==> src/rtl/meco_pkg.sv <==
// meco_pkg -- shared definitions for the pin controller slice.
//   Register indices on the command bus, MODE encodings, controller FSM
//   state encoding and the command word struct.
package meco_pkg;

   localparam logic [2:0] REG_MODE   = 3'd0;
   localparam logic [2:0] REG_HIGH_T = 3'd1;
   localparam logic [2:0] REG_LOW_T  = 3'd2;
   localparam logic [2:0] REG_NCYC   = 3'd3;
   localparam logic [2:0] REG_START  = 3'd4;
   localparam logic [2:0] REG_STOP   = 3'd5;
   localparam logic [2:0] REG_SDIV   = 3'd6;

   typedef enum logic [1:0] {
      MODE_LOW    = 2'd0,
      MODE_HIGH   = 2'd1,
      MODE_SQUARE = 2'd2
   } mode_e;

   typedef enum logic [1:0] {
      IDLE = 2'd0,
      HIGH = 2'd1,
      LOW  = 2'd2
   } state_e;

   typedef struct packed {
      logic [3:0]  pin;
      logic [2:0]  idx;
      logic [15:0] data;
   } cmd_t;

endpackage

==> src/rtl/pin_sampler.sv <==
// pin_sampler -- input sampler for one pin (built only with PIN_SAMPLE_EN).
//   clk, reset   : system clock, synchronous active-high reset
//   restart      : restart divider and bit counter (START write)
//   sdiv         : sample divider, one sample every max(sdiv,1) cycles
//   pin_in       : raw asynchronous pin level
//   sample_data  : last 16 samples, first-taken sample ends in bit 0
//   sample_valid : one-cycle pulse when a full set of 16 samples is present
module pin_sampler
   import meco_pkg::*;
#(
   parameter int CNT_W = 16
) (
   input  logic             clk,
   input  logic             reset,
   input  logic             restart,
   input  logic [CNT_W-1:0] sdiv,
   input  logic             pin_in,
   output logic [15:0]      sample_data,
   output logic             sample_valid
);

   logic [1:0]       sync_pipe;
   logic [CNT_W-1:0] div_cnt;
   logic [3:0]       bit_cnt;
   logic             div_last;

   // sdiv of 0 behaves like 1: sample every cycle
   assign div_last = (sdiv == '0) || (div_cnt >= sdiv - CNT_W'(1));

   always_ff @(posedge clk) begin
      if (reset) begin
         sync_pipe    <= '0;
         div_cnt      <= '0;
         bit_cnt      <= '0;
         sample_data  <= '0;
         sample_valid <= 1'b0;
      end else begin
         sync_pipe    <= {sync_pipe[0], pin_in};
         sample_valid <= 1'b0;
         if (restart) begin
            div_cnt <= '0;
            bit_cnt <= '0;
         end else if (div_last) begin
            div_cnt     <= '0;
            // shift right so the oldest sample of a set lands in bit 0
            sample_data <= {sync_pipe[1], sample_data[15:1]};
            bit_cnt     <= bit_cnt + 4'd1;   // modulo-16 set counter
            if (bit_cnt == 4'd15) sample_valid <= 1'b1;
         end else begin
            div_cnt <= div_cnt + CNT_W'(1);
         end
      end
   end

endmodule

==> src/rtl/pin_controller.sv <==
// pin_controller -- single-pin waveform generator on a shared command bus.
//   clk, reset          : system clock, synchronous active-high reset
//   cmd_valid/cmd_ready : command handshake (ready low only during reset)
//   cmd_pin/reg/data    : target pin, register index, write data
//   pin_out             : driven pin level
//   busy                : waveform running (state not IDLE)
//   done                : one-cycle pulse at the end of a finite run
//   pin_in              : raw pin level (used only by the sampler)
//   sample_data/valid   : packed samples and new-data pulse
// Optional feature: define PIN_SAMPLE_EN to build the input sampler;
// otherwise the sample outputs are tied to 0 and SDIV writes are ignored.
module pin_controller
   import meco_pkg::*;
#(
   parameter int CNT_W  = 16,
   parameter int PIN_ID = 0
) (
   input  logic        clk,
   input  logic        reset,
   input  logic        cmd_valid,
   output logic        cmd_ready,
   input  logic [3:0]  cmd_pin,
   input  logic [2:0]  cmd_reg,
   input  logic [15:0] cmd_data,
   output logic        pin_out,
   output logic        busy,
   output logic        done,
   input  logic        pin_in,
   output logic [15:0] sample_data,
   output logic        sample_valid
);

   function automatic logic [CNT_W-1:0] max1(input logic [CNT_W-1:0] v);
      return (v == '0) ? CNT_W'(1) : v;
   endfunction

   cmd_t             cmd;
   logic             wr, wr_start, wr_stop;
   mode_e            mode_q;
   logic [CNT_W-1:0] high_t_q, low_t_q, ncyc_q;
   state_e           state;
   logic [CNT_W-1:0] cnt;       // cycles left in current phase
   logic [CNT_W-1:0] rem;       // periods left in a finite run
   logic             forever_q; // run started with NCYC = 0

   assign cmd       = '{pin: cmd_pin, idx: cmd_reg, data: cmd_data};
   assign cmd_ready = ~reset;
   assign wr        = cmd_valid && cmd_ready && (cmd.pin == 4'(PIN_ID));
   assign wr_start  = wr && (cmd.idx == REG_START);
   assign wr_stop   = wr && (cmd.idx == REG_STOP);
   assign busy      = (state != IDLE);

`ifdef PIN_SAMPLE_EN
   logic [CNT_W-1:0] sdiv_q;
`endif

   // register file
   always_ff @(posedge clk) begin
      if (reset) begin
         mode_q   <= MODE_LOW;
         high_t_q <= '0;
         low_t_q  <= '0;
         ncyc_q   <= '0;
`ifdef PIN_SAMPLE_EN
         sdiv_q   <= '0;
`endif
      end else if (wr) begin
         case (cmd.idx)
            REG_MODE:   mode_q   <= mode_e'(cmd.data[1:0]);
            REG_HIGH_T: high_t_q <= CNT_W'(cmd.data);
            REG_LOW_T:  low_t_q  <= CNT_W'(cmd.data);
            REG_NCYC:   ncyc_q   <= CNT_W'(cmd.data);
`ifdef PIN_SAMPLE_EN
            REG_SDIV:   sdiv_q   <= CNT_W'(cmd.data);
`endif
            default: ;
         endcase
      end
   end

   // waveform FSM; STOP is checked first so it wins over START
   always_ff @(posedge clk) begin
      if (reset) begin
         state     <= IDLE;
         pin_out   <= 1'b0;
         done      <= 1'b0;
         cnt       <= '0;
         rem       <= '0;
         forever_q <= 1'b0;
      end else begin
         done <= 1'b0;
         if (wr_stop) begin
            state   <= IDLE;
            pin_out <= 1'b0;
            cnt     <= '0;
         end else if (wr_start) begin
            rem       <= ncyc_q;
            forever_q <= (ncyc_q == '0);
            case (mode_q)
               MODE_SQUARE: begin
                  state   <= HIGH;
                  pin_out <= 1'b1;
                  cnt     <= max1(high_t_q);
               end
               MODE_HIGH: begin
                  state   <= IDLE;
                  pin_out <= 1'b1;
                  cnt     <= '0;
               end
               default: begin
                  state   <= IDLE;
                  pin_out <= 1'b0;
                  cnt     <= '0;
               end
            endcase
         end else begin
            case (state)
               HIGH: begin
                  if (cnt <= CNT_W'(1)) begin
                     state   <= LOW;
                     pin_out <= 1'b0;
                     cnt     <= max1(low_t_q);
                  end else begin
                     cnt <= cnt - CNT_W'(1);
                  end
               end
               LOW: begin
                  if (cnt > CNT_W'(1)) begin
                     cnt <= cnt - CNT_W'(1);
                  end else if (forever_q || rem > CNT_W'(1)) begin
                     if (!forever_q) rem <= rem - CNT_W'(1);
                     state   <= HIGH;
                     pin_out <= 1'b1;
                     cnt     <= max1(high_t_q);
                  end else begin
                     rem     <= '0;
                     cnt     <= '0;
                     state   <= IDLE;
                     pin_out <= 1'b0;
                     done    <= 1'b1;
                  end
               end
               default: ;
            endcase
         end
      end
   end

`ifdef PIN_SAMPLE_EN
   pin_sampler #(.CNT_W(CNT_W)) u_sampler (
      .clk          (clk),
      .reset        (reset),
      .restart      (wr_start),
      .sdiv         (sdiv_q),
      .pin_in       (pin_in),
      .sample_data  (sample_data),
      .sample_valid (sample_valid)
   );
`else
   logic unused_pin_in;
   assign unused_pin_in = pin_in;
   assign sample_data   = '0;
   assign sample_valid  = 1'b0;
`endif

endmodule
==> config.mk <==
export PLATFORM = sky130hd
export DESIGN_NAME = pin_controller
export DESIGN_NICKNAME = d
export VERILOG_FILES = /design/src/rtl/meco_pkg.sv /design/src/rtl/pin_sampler.sv /design/src/rtl/pin_controller.sv
export SDC_FILE = /design/constraint.sdc
export NUM_CORES = 1
export LEC_CHECK = 0
export BUFFER_PORTS_ARGS = -buffer_cell sky130_fd_sc_hd__buf_2
export CAP_MARGIN = 10
export CORE_UTILIZATION = 40
export CTS_CLUSTER_DIAMETER = 150
export DETAILED_ROUTE_END_ITERATION = 7
export PLACE_DENSITY = 0.63
export SLEW_MARGIN = 20
export SYNTH_ARGS = -nofsm -noshare
export SYNTH_HDL_FRONTEND = slang
export SYNTH_HIERARCHICAL = 1
export SYNTH_SLANG_ARGS = --single-unit
==> constraint.sdc <==
create_clock -name clk -period 7.4 [get_ports clk]
set_input_delay 1.48 -clock clk [delete_from_list [all_inputs] [get_ports clk]]
set_output_delay 1.48 -clock clk [all_outputs]
set_load 0.02 [all_outputs]
# --- Word-level counts from Yosys, hierarchy flattened ---
# Cells that the tools add are included.
word_totals:
  register_bits: 87
  in_bits: 27
  out_inout_bits: 21
  elab_cells: 80
op_classes:
  add_sub_neg: 2
  magnitude_cmp: 3
  n_eq_ne: 13
  n_mux: 26
  bitwise_logic: 3
  n_reduce_logical: 23
op_table:
  columns: ["op", "n"]
  rows:
  - ["16-bit 2-to-1 mux", 12]
  - ["16-bit zero test", 3]
  - ["16-bit by 1-bit greater-than comparator with 1-bit output (second input constant)", 2]
  - ["16-bit one-hot mux with 2 select lines", 1]
  - ["16-bit by 1-bit subtractor with 16-bit output (second input constant)", 2]
  - ["16-bit by 1-bit less-or-equal comparator with 1-bit output (second input constant)", 1]
  - ["2-bit AND reduction", 5]
  - ["3-bit inequality test (second input constant)", 3]
  - ["1-bit 2-to-1 mux", 8]
  - ["3-bit by 2-bit == test with 1-bit output (second input constant)", 2]
  - ["3-bit == test (second input constant)", 2]
  - ["2-bit 2-to-1 mux", 3]
  - ["5-bit OR reduction", 1]
  - ["2-bit by 1-bit == test with 1-bit output (second input constant)", 2]
  - ["2-bit == test (second input constant)", 2]
  - ["1-bit logical AND", 4]
  - ["4-bit zero test", 1]
  - ["2-bit one-hot mux with 2 select lines", 1]
  - ["4-bit AND reduction", 1]
  - ["2-bit nonzero test", 2]
  - ["2-bit OR reduction", 2]
  - ["3-bit by 1-bit == test with 1-bit output (second input constant)", 1]
  - ["3-bit zero test", 1]
  - ["1-bit inverter", 3]
  - ["5 further kinds", 5]

# --- Depth between registers and ports, before layout ---
# Gate-level depths: netlist of the first run.
depth:
  word_depth: 6
  depth_mapped: 9
  depth_no_buf: 8

# --- Worst setup path before layout of the first run ---
# Ideal clock, no wire load.
synth_path:
  path_kind: "input to register"
  start: "input port cmd_reg[1]"
  end: "register rem[5]"
  setup_time_ns: 0.084
  arrival_time_ns: 3.632
  t_required_ns: 7.316
  path_slack_ns: 3.684
  stages: 7
  path_buffers: 1
  cell_sequence: "clkbuf_1 -> or4b_2 -> nor2_2 -> mux2_2 -> nand2b_1 -> or4_4 -> o31ai_2"
synth_via:
  elab_chain_len: 4
  word_cells_on_any_way: 10
  classes_between: "eq/ne (4); mux (1); bitwise (1); reduce/logical (4)"
synth_lines:
  columns: ["item", "line", "text"]
  rows:
  - ["start, declared", "pin_controller.sv:23", "input logic [2:0] cmd_reg,"]
  - ["3-bit == test, on equally long branches", "pin_controller.sv:49, pin_controller.sv:50", null]
  - ["1-bit logical AND, on equally long branches", "pin_controller.sv:49, pin_controller.sv:50", null]
  - ["3-bit inequality test (no line) (tied with other cells)", null, null]
  - ["4-bit AND reduction (no line)", null, null]
  - ["end signal, assigned", "pin_controller.sv:97", "rem <= ncyc_q;"]
  - ["end signal, assigned", "pin_controller.sv:131", "if (!forever_q) rem <= rem - CNT_W'(1);"]
  - ["end, declared", "pin_controller.sv:43", "logic [CNT_W-1:0] rem;"]
# Several ways; a longest one is shown, not always the timed one.
# A chain may end at the register's enable or synchronous reset.

# --- Worst setup path after layout of the first run ---
layout_path:
  start: "input port reset"
  end: "register cnt[9]"
layout_via:
  elab_chain_len: 5
  word_cells_on_any_way: 8
  classes_between: "mux (1); bitwise (1); reduce/logical (6)"
layout_lines:
  columns: ["item", "line", "text"]
  rows:
  - ["start, declared", "pin_controller.sv:19", "input logic reset,"]
  - ["1-bit inverter", "pin_controller.sv:47", "assign cmd_ready = ~reset;"]
  - ["1-bit logical AND (2 in series)", "pin_controller.sv:48", "assign wr = cmd_valid && cmd_ready && (cmd.pin == 4'(PIN_ID));"]
  - ["1-bit logical AND, on equally long branches", "pin_controller.sv:49, pin_controller.sv:50", null]
  - ["3-bit nonzero test (no line) (tied with other cells)", null, null]
  - ["end signal, assigned", "pin_controller.sv:103", "cnt <= max1(high_t_q);"]
  - ["end signal, assigned", "pin_controller.sv:122", "cnt <= max1(low_t_q);"]
  - ["end signal, assigned", "pin_controller.sv:124", "cnt <= cnt - CNT_W'(1);"]
  - ["end, declared", "pin_controller.sv:42", "logic [CNT_W-1:0] cnt;"]
# Several ways; a longest one is shown, not always the timed one.

==> results of run 1 <==
## logic make-up after synthesis
kind of cell,count (synthesis),share of synthesized area
adder cells (fa/ha/maj),5,0.0133
multiplexers,20,0.0430
flip-flops,87,0.370
AO/OA/AOI/OAI,165,0.223
other,1,0.000796
AND/OR/NAND/NOR,249,0.267
buffers and inverters,57,0.0632
XOR/XNOR,11,0.0205
## report_power, final
| group | internal, mW | switching [mW] | total (mW) | leakage, nW |
|---|---|---|---|---|
| Clock | 0.273 | 0.213 | 0.486 | 0.158 |
| Combinational | 0.0124 | 0.0349 | 0.0473 | 1.14 |
| Sequential | 0.468 | 0.000842 | 0.469 | 0.700 |
| Total | 0.754 | 0.249 | 1.00 | 2.00 |
## per-layer routing
| layer | share of wire | up-vias | track usage |
|---|---|---|---|
| li1 | - | 2174 | - |
| met1 | 0.47 | 2256 | 0.349 |
| met2 | 0.44 | 225 | 0.339 |
| met3 | 0.080 | 20 | 0.0384 |
| met4 | 0.017 | 0 | 0.0818 |
| met5 | 0 | - | 0 |
## critical path, stage by stage
cell and delay [ps]:
buf_2 90, buf_4 300, or4b_1 710, nor3_4 640, buf_4 350, and2_1 420
nand2_1 160, a21oi_1 170, o221a_2 200
## layout make-up
class	instances	area (µm²)	area share
inverters	8	30.0	0.00580
clock inverters	7	97.6	0.0188
repair buffers	32	168	0.0324
clock buffers	9	225	0.0435
multi-input cells	467	2740	0.529
flip-flops and latches	87	1740	0.336
well taps	143	179	0.0346
## placed cells by master (no fill, tap or decap), drive strengths merged, types with 6 or more instances in the layout
cell	netlist	routed
nand2	98	98
dfxtp	87	87
a21oi	69	69
nor2	55	55
buf	26	32
nor4	26	26
o21ai	23	23
mux2i	18	18
nor3	18	18
conb	1	17
nand3	12	12
inv	8	11
clkbuf	23	9
a31oi	8	8
or4	8	8
a22oi	7	7
xor2	7	7
or3	6	6
o211ai	6	6
## stage by stage
| stage | worst slack (ps) | area, µm² |
|---|---|---|
| after global placement | 2960 | 4850 |
| final | 3140 | 5180 |
| after global routing | 2970 | 5180 |
| after CTS | 3200 | 5180 |
| after floorplan | 3680 | 4770 |
| after detailed placement | 2880 | 4850 |
## state kept, by name (all words and copies together), names as in the netlist
signal	flops
low_t_q	16
done	1
state	2
rem	16
forever_q	1
high_t_q	16
mode_q	2
ncyc_q	16
cnt	16
pin_out	1
## Yosys cell counts (7+ instances only)
master / count / area, µm²
mux2i_1: 18 / 180
buf_2: 7 / 35.0
nor3_1: 15 / 75.1
xor2_1: 7 / 61.3
a22oi_1: 7 / 52.6
nor4_1: 23 / 144
buf_4: 18 / 135
o21ai_0: 22 / 110
dfxtp_1: 87 / 1740
clkbuf_1: 23 / 86.3
a31oi_1: 8 / 50.1
a21oi_1: 69 / 345
inv_1: 8 / 30.0
nand2_1: 97 / 364
nand3_1: 11 / 55.1
nor2_1: 53 / 199
## worst paths after layout
check	to	cells after the start	from
setup / recovery	cnt[9]	9	reset
hold / removal	low_t_q[10]	2	low_t_q[10]
setup reg to reg	cnt[9]	6	cnt[4]
hold reg to reg	low_t_q[10]	2	low_t_q[10]
==> results.sh, run 1 <==
export IMPL_outcome="completed"
export IMPL_grt_pass1_wl_um=23000
export IMPL_min_period_ps=4260
export IMPL_drtIter0Drc=500
export IMPL_drive_above_1_share=0.111
export IMPL_synth_seq_cells=87
export IMPL_antenna_cells=0
export IMPL_cp_max_fo=67
export IMPL_cts_buffers_inserted=9
export IMPL_cp_required_ps=7690
export IMPL_pwr_density_cell_nw_per_um2=194
export IMPL_clk_latency_ps=350
export IMPL_rsz0062_at_grt="false"
export IMPL_setup_tns_ps=0
export IMPL_synth_flop_cell="dfxtp_1"
export IMPL_synth_cell_types=70
export IMPL_start_util=0.411
export IMPL_final_util=0.452
export IMPL_hold_viol=0
export IMPL_layout_nets=637
export IMPL_power_leakage_nw=2.00
export IMPL_synth_edf_count=0
export IMPL_nFillCells=1129
export IMPL_fp_dieH_um=111
export IMPL_cp_arrival_ps=4550
export IMPL_grt_overflow_total=0
export IMPL_async_flop_share=0
export IMPL_hpwl_um=10100
export IMPL_vias=4675
export IMPL_gp_congestion=0.921
export IMPL_ys_seq_area_frac=0.370
export IMPL_die_w_um=111
export IMPL_total_power_mw=1.00
export IMPL_cts_tree="yes"
export IMPL_syn_area_um2=4710
export IMPL_grt_util_all_layers=0.235
export IMPL_hold_ws_ps=474
export IMPL_io_buffer_count=29
export IMPL_min_path_type="reg2reg"
export IMPL_core_area_um2=11500
export IMPL_area_growth_pct=9.94
export IMPL_yosys_warnings=6
export IMPL_h_tree_depth=3
export IMPL_antenna_found_initial=0
export IMPL_ir_drop_uv=133
export IMPL_placedCellCount=737
export IMPL_cts_resized=0
export IMPL_slew_viol_final=0
export IMPL_cp_end_kind="flop"
export IMPL_die_area_um2=12200
export IMPL_cts_setup_buffers=0
export IMPL_grt_max_degree=68
export IMPL_io_pins=48
export IMPL_finalSetupViolations=0
export IMPL_rrSetupSlack_ps=4470
export IMPL_ctsHoldBuffers=0
export IMPL_period_share=0.576
export IMPL_row_count=39
export IMPL_layoutNonFillerInstCount=753
export IMPL_clk_pin_slew_worst_paths_ps=70
export IMPL_first_pass_iters=5
export IMPL_cts_sinks=87
export IMPL_syn_area_per_cell_um2=7.92
export IMPL_max_freq_mhz=235
export IMPL_wl_per_cell_um=18.8
export IMPL_avgViaCountPerCell=6.21
export IMPL_clk_path_buf_depth=2
export IMPL_crit_type="in2reg"
export IMPL_slew_headroom=0.253
export IMPL_skew_ps=10.1
export IMPL_routed_wl_um=14100
export IMPL_clockRootBuffer="clkbuf_16"
export IMPL_grt_pass1_vias=4218
export IMPL_drc=0
export IMPL_max_cap_violations=0
export IMPL_start_kind="input pin"
export IMPL_worstMarginPinSlew_ps=1110
export IMPL_antenna_left=0
export IMPL_synthCells=595
No activity file was read; power rests on OpenSTA's default activity.
==> run 2: changes to the inputs <==
clock period = 4.33 ns   (was 7.4 ns; I/O delays follow)
==> run 2 against run 1 <==
Compared with the run above:
- sequential share of layout area increased by 0.11 points
- routed wire length increased by 0.16%
- via count increased by 0.32%
- clock power increased by 56%
- total power increased by 64%
- sequential cell count unchanged
- die area unchanged
==> results.sh, run 2 (same netlist as run 1, synthesis figures left out) <==
export IMPL_start_util=0.411
export IMPL_cp_max_fo=7
export IMPL_clk_latency_ps=340
export IMPL_outcome="completed"
export IMPL_core_area_um2=11500
export IMPL_worstHoldStart="low_t_q[10]"
export IMPL_area_growth_pct=9.59
export IMPL_cts_sinks=87
export IMPL_clockRootBuffer="clkbuf_16"
export IMPL_crit_type="in2reg"
export IMPL_first_pass_iters=8
export IMPL_drtIter0Drc=520
export IMPL_met2_usage=0.361
export IMPL_cts_buffers_inserted=9
export IMPL_hpwl_um=10100
export IMPL_hold_path_endpoint="low_t_q[10]"
export IMPL_drive_above_1_share=0.114
export IMPL_ctsHoldBuffers=0
export IMPL_antenna_found_initial=0
export IMPL_finalSetupViolations=0
export IMPL_period_share=0.710
export IMPL_seqCellArea_um2=1740
export IMPL_die_w_um=111
export IMPL_min_path_type="reg2reg"
export IMPL_start_kind="input pin"
export IMPL_wl_per_cell_um=18.8
export IMPL_routed_wl_um=14200
export IMPL_multi_input_area_um2=2740
export IMPL_nFillCells=1118
export IMPL_clk_pin_slew_worst_paths_ps=70
export IMPL_r2r_start="cnt[4]"
export IMPL_antenna_cells=0
export IMPL_ir_drop_uv=201
export IMPL_setup_tns_ps=0
export IMPL_row_count=39
export IMPL_final_common_cell="nand2_1"
export IMPL_cp_arrival_ps=3330
export IMPL_layout_nets=639
export IMPL_skew_ps=12.5
export IMPL_power_leakage_nw=2.00
export IMPL_die_area_um2=12200
export IMPL_grt_util_all_layers=0.235
export IMPL_cts_resized=0
export IMPL_grt_overflow_total=0
export IMPL_global_route_usage_met1=0.339
export IMPL_hold_viol=0
export IMPL_max_freq_mhz=325
export IMPL_io_buffer_count=29
export IMPL_hold_depth=2
export IMPL_cp_end_kind="flop"
export IMPL_antenna_left=0
export IMPL_min_period_ps=3070
export IMPL_grt_max_degree=67
export IMPL_slew_viol_final=0
export IMPL_io_pins=48
export IMPL_grt_pass1_wl_um=22900
export IMPL_drc=0
export IMPL_gp_congestion=0.919
export IMPL_vias=4690
export IMPL_gr_max_usage_layer="met2"
export IMPL_grt_use_met3=0.0434
export IMPL_mostFrequentLayoutCells="nand2_1, dfxtp_1, a21oi_1"
export IMPL_worstMarginPinSlew_ps=931
export IMPL_avgViaCountPerCell=6.21
export IMPL_grt_pass1_vias=4237
export IMPL_cts_tree="yes"
export IMPL_cts_setup_buffers=0
export IMPL_pwr_density_cell_nw_per_um2=318
export IMPL_h_tree_depth=3
export IMPL_fin_ws_ps=1260
export IMPL_rrSetupSlack_ps=1410
export IMPL_fp_dieH_um=111
export IMPL_max_cap_violations=0
export IMPL_cp_required_ps=4590
export IMPL_ff2ff_path_depth=6
export IMPL_slew_headroom=0.377
export IMPL_dp_slack_ps=926
export IMPL_clk_path_buf_depth=2
export IMPL_rsz0062_at_grt="false"
export IMPL_r2r_end="cnt[9]"
run 2: how the worst max path moves through the flow:
stage | end | slack (ps) | start | depth (start not counted)
floorplan | rem[5] | 1230 | cmd_reg[1] | 7
detailed placement | rem[5] | 930 | cmd_pin[3] | 7
finish | rem[5] | 1260 | cmd_pin[3] | 7
global route | rem[5] | 1190 | cmd_pin[3] | 7
CTS | rem[5] | 1280 | cmd_pin[3] | 7
global placement | rem[5] | 950 | cmd_pin[3] | 7
run 2: power by group:
part           internal (mW)  total, mW  switching (mW)
registers              0.801      0.802         0.00144
logic                 0.0213     0.0801          0.0589
clock network          0.402      0.760           0.357
total                   1.22       1.64           0.418
run 2: layer usage:
layer,share of wire,wire length (µm)
met1,0.45,6360
met2,0.44,6240
met3,0.091,1290
met4,0.019,267
met5,0,0
run 2: area by class of cell:
class	count	area share
multi-input cells	467	0.530
flip-flops and latches	87	0.337
clock buffers	9	0.0436
repair buffers	34	0.0354
well taps	143	0.0347
clock inverters	7	0.0128
inverters	8	0.00582
run 2: critical path, stage by stage:
cell	delay, ps
buf_2	120
or4b_2	730
nor2_2	350
mux2_2	430
nand2b_1	220
or4_4	450
o31ai_2	170
run 2: stage by stage:
step	total power, mW	std cells	hold slack (ps)	utilization	instance area [µm²]
after floorplan	0.881	611	431	-	4770
after global placement	0.898	739	447	0.425	4870
after detailed placement	0.899	739	462	0.425	4870
after CTS	1.65	755	471	0.450	5160
after global routing	1.69	755	487	0.450	5160
final	1.64	755	469	0.450	5160
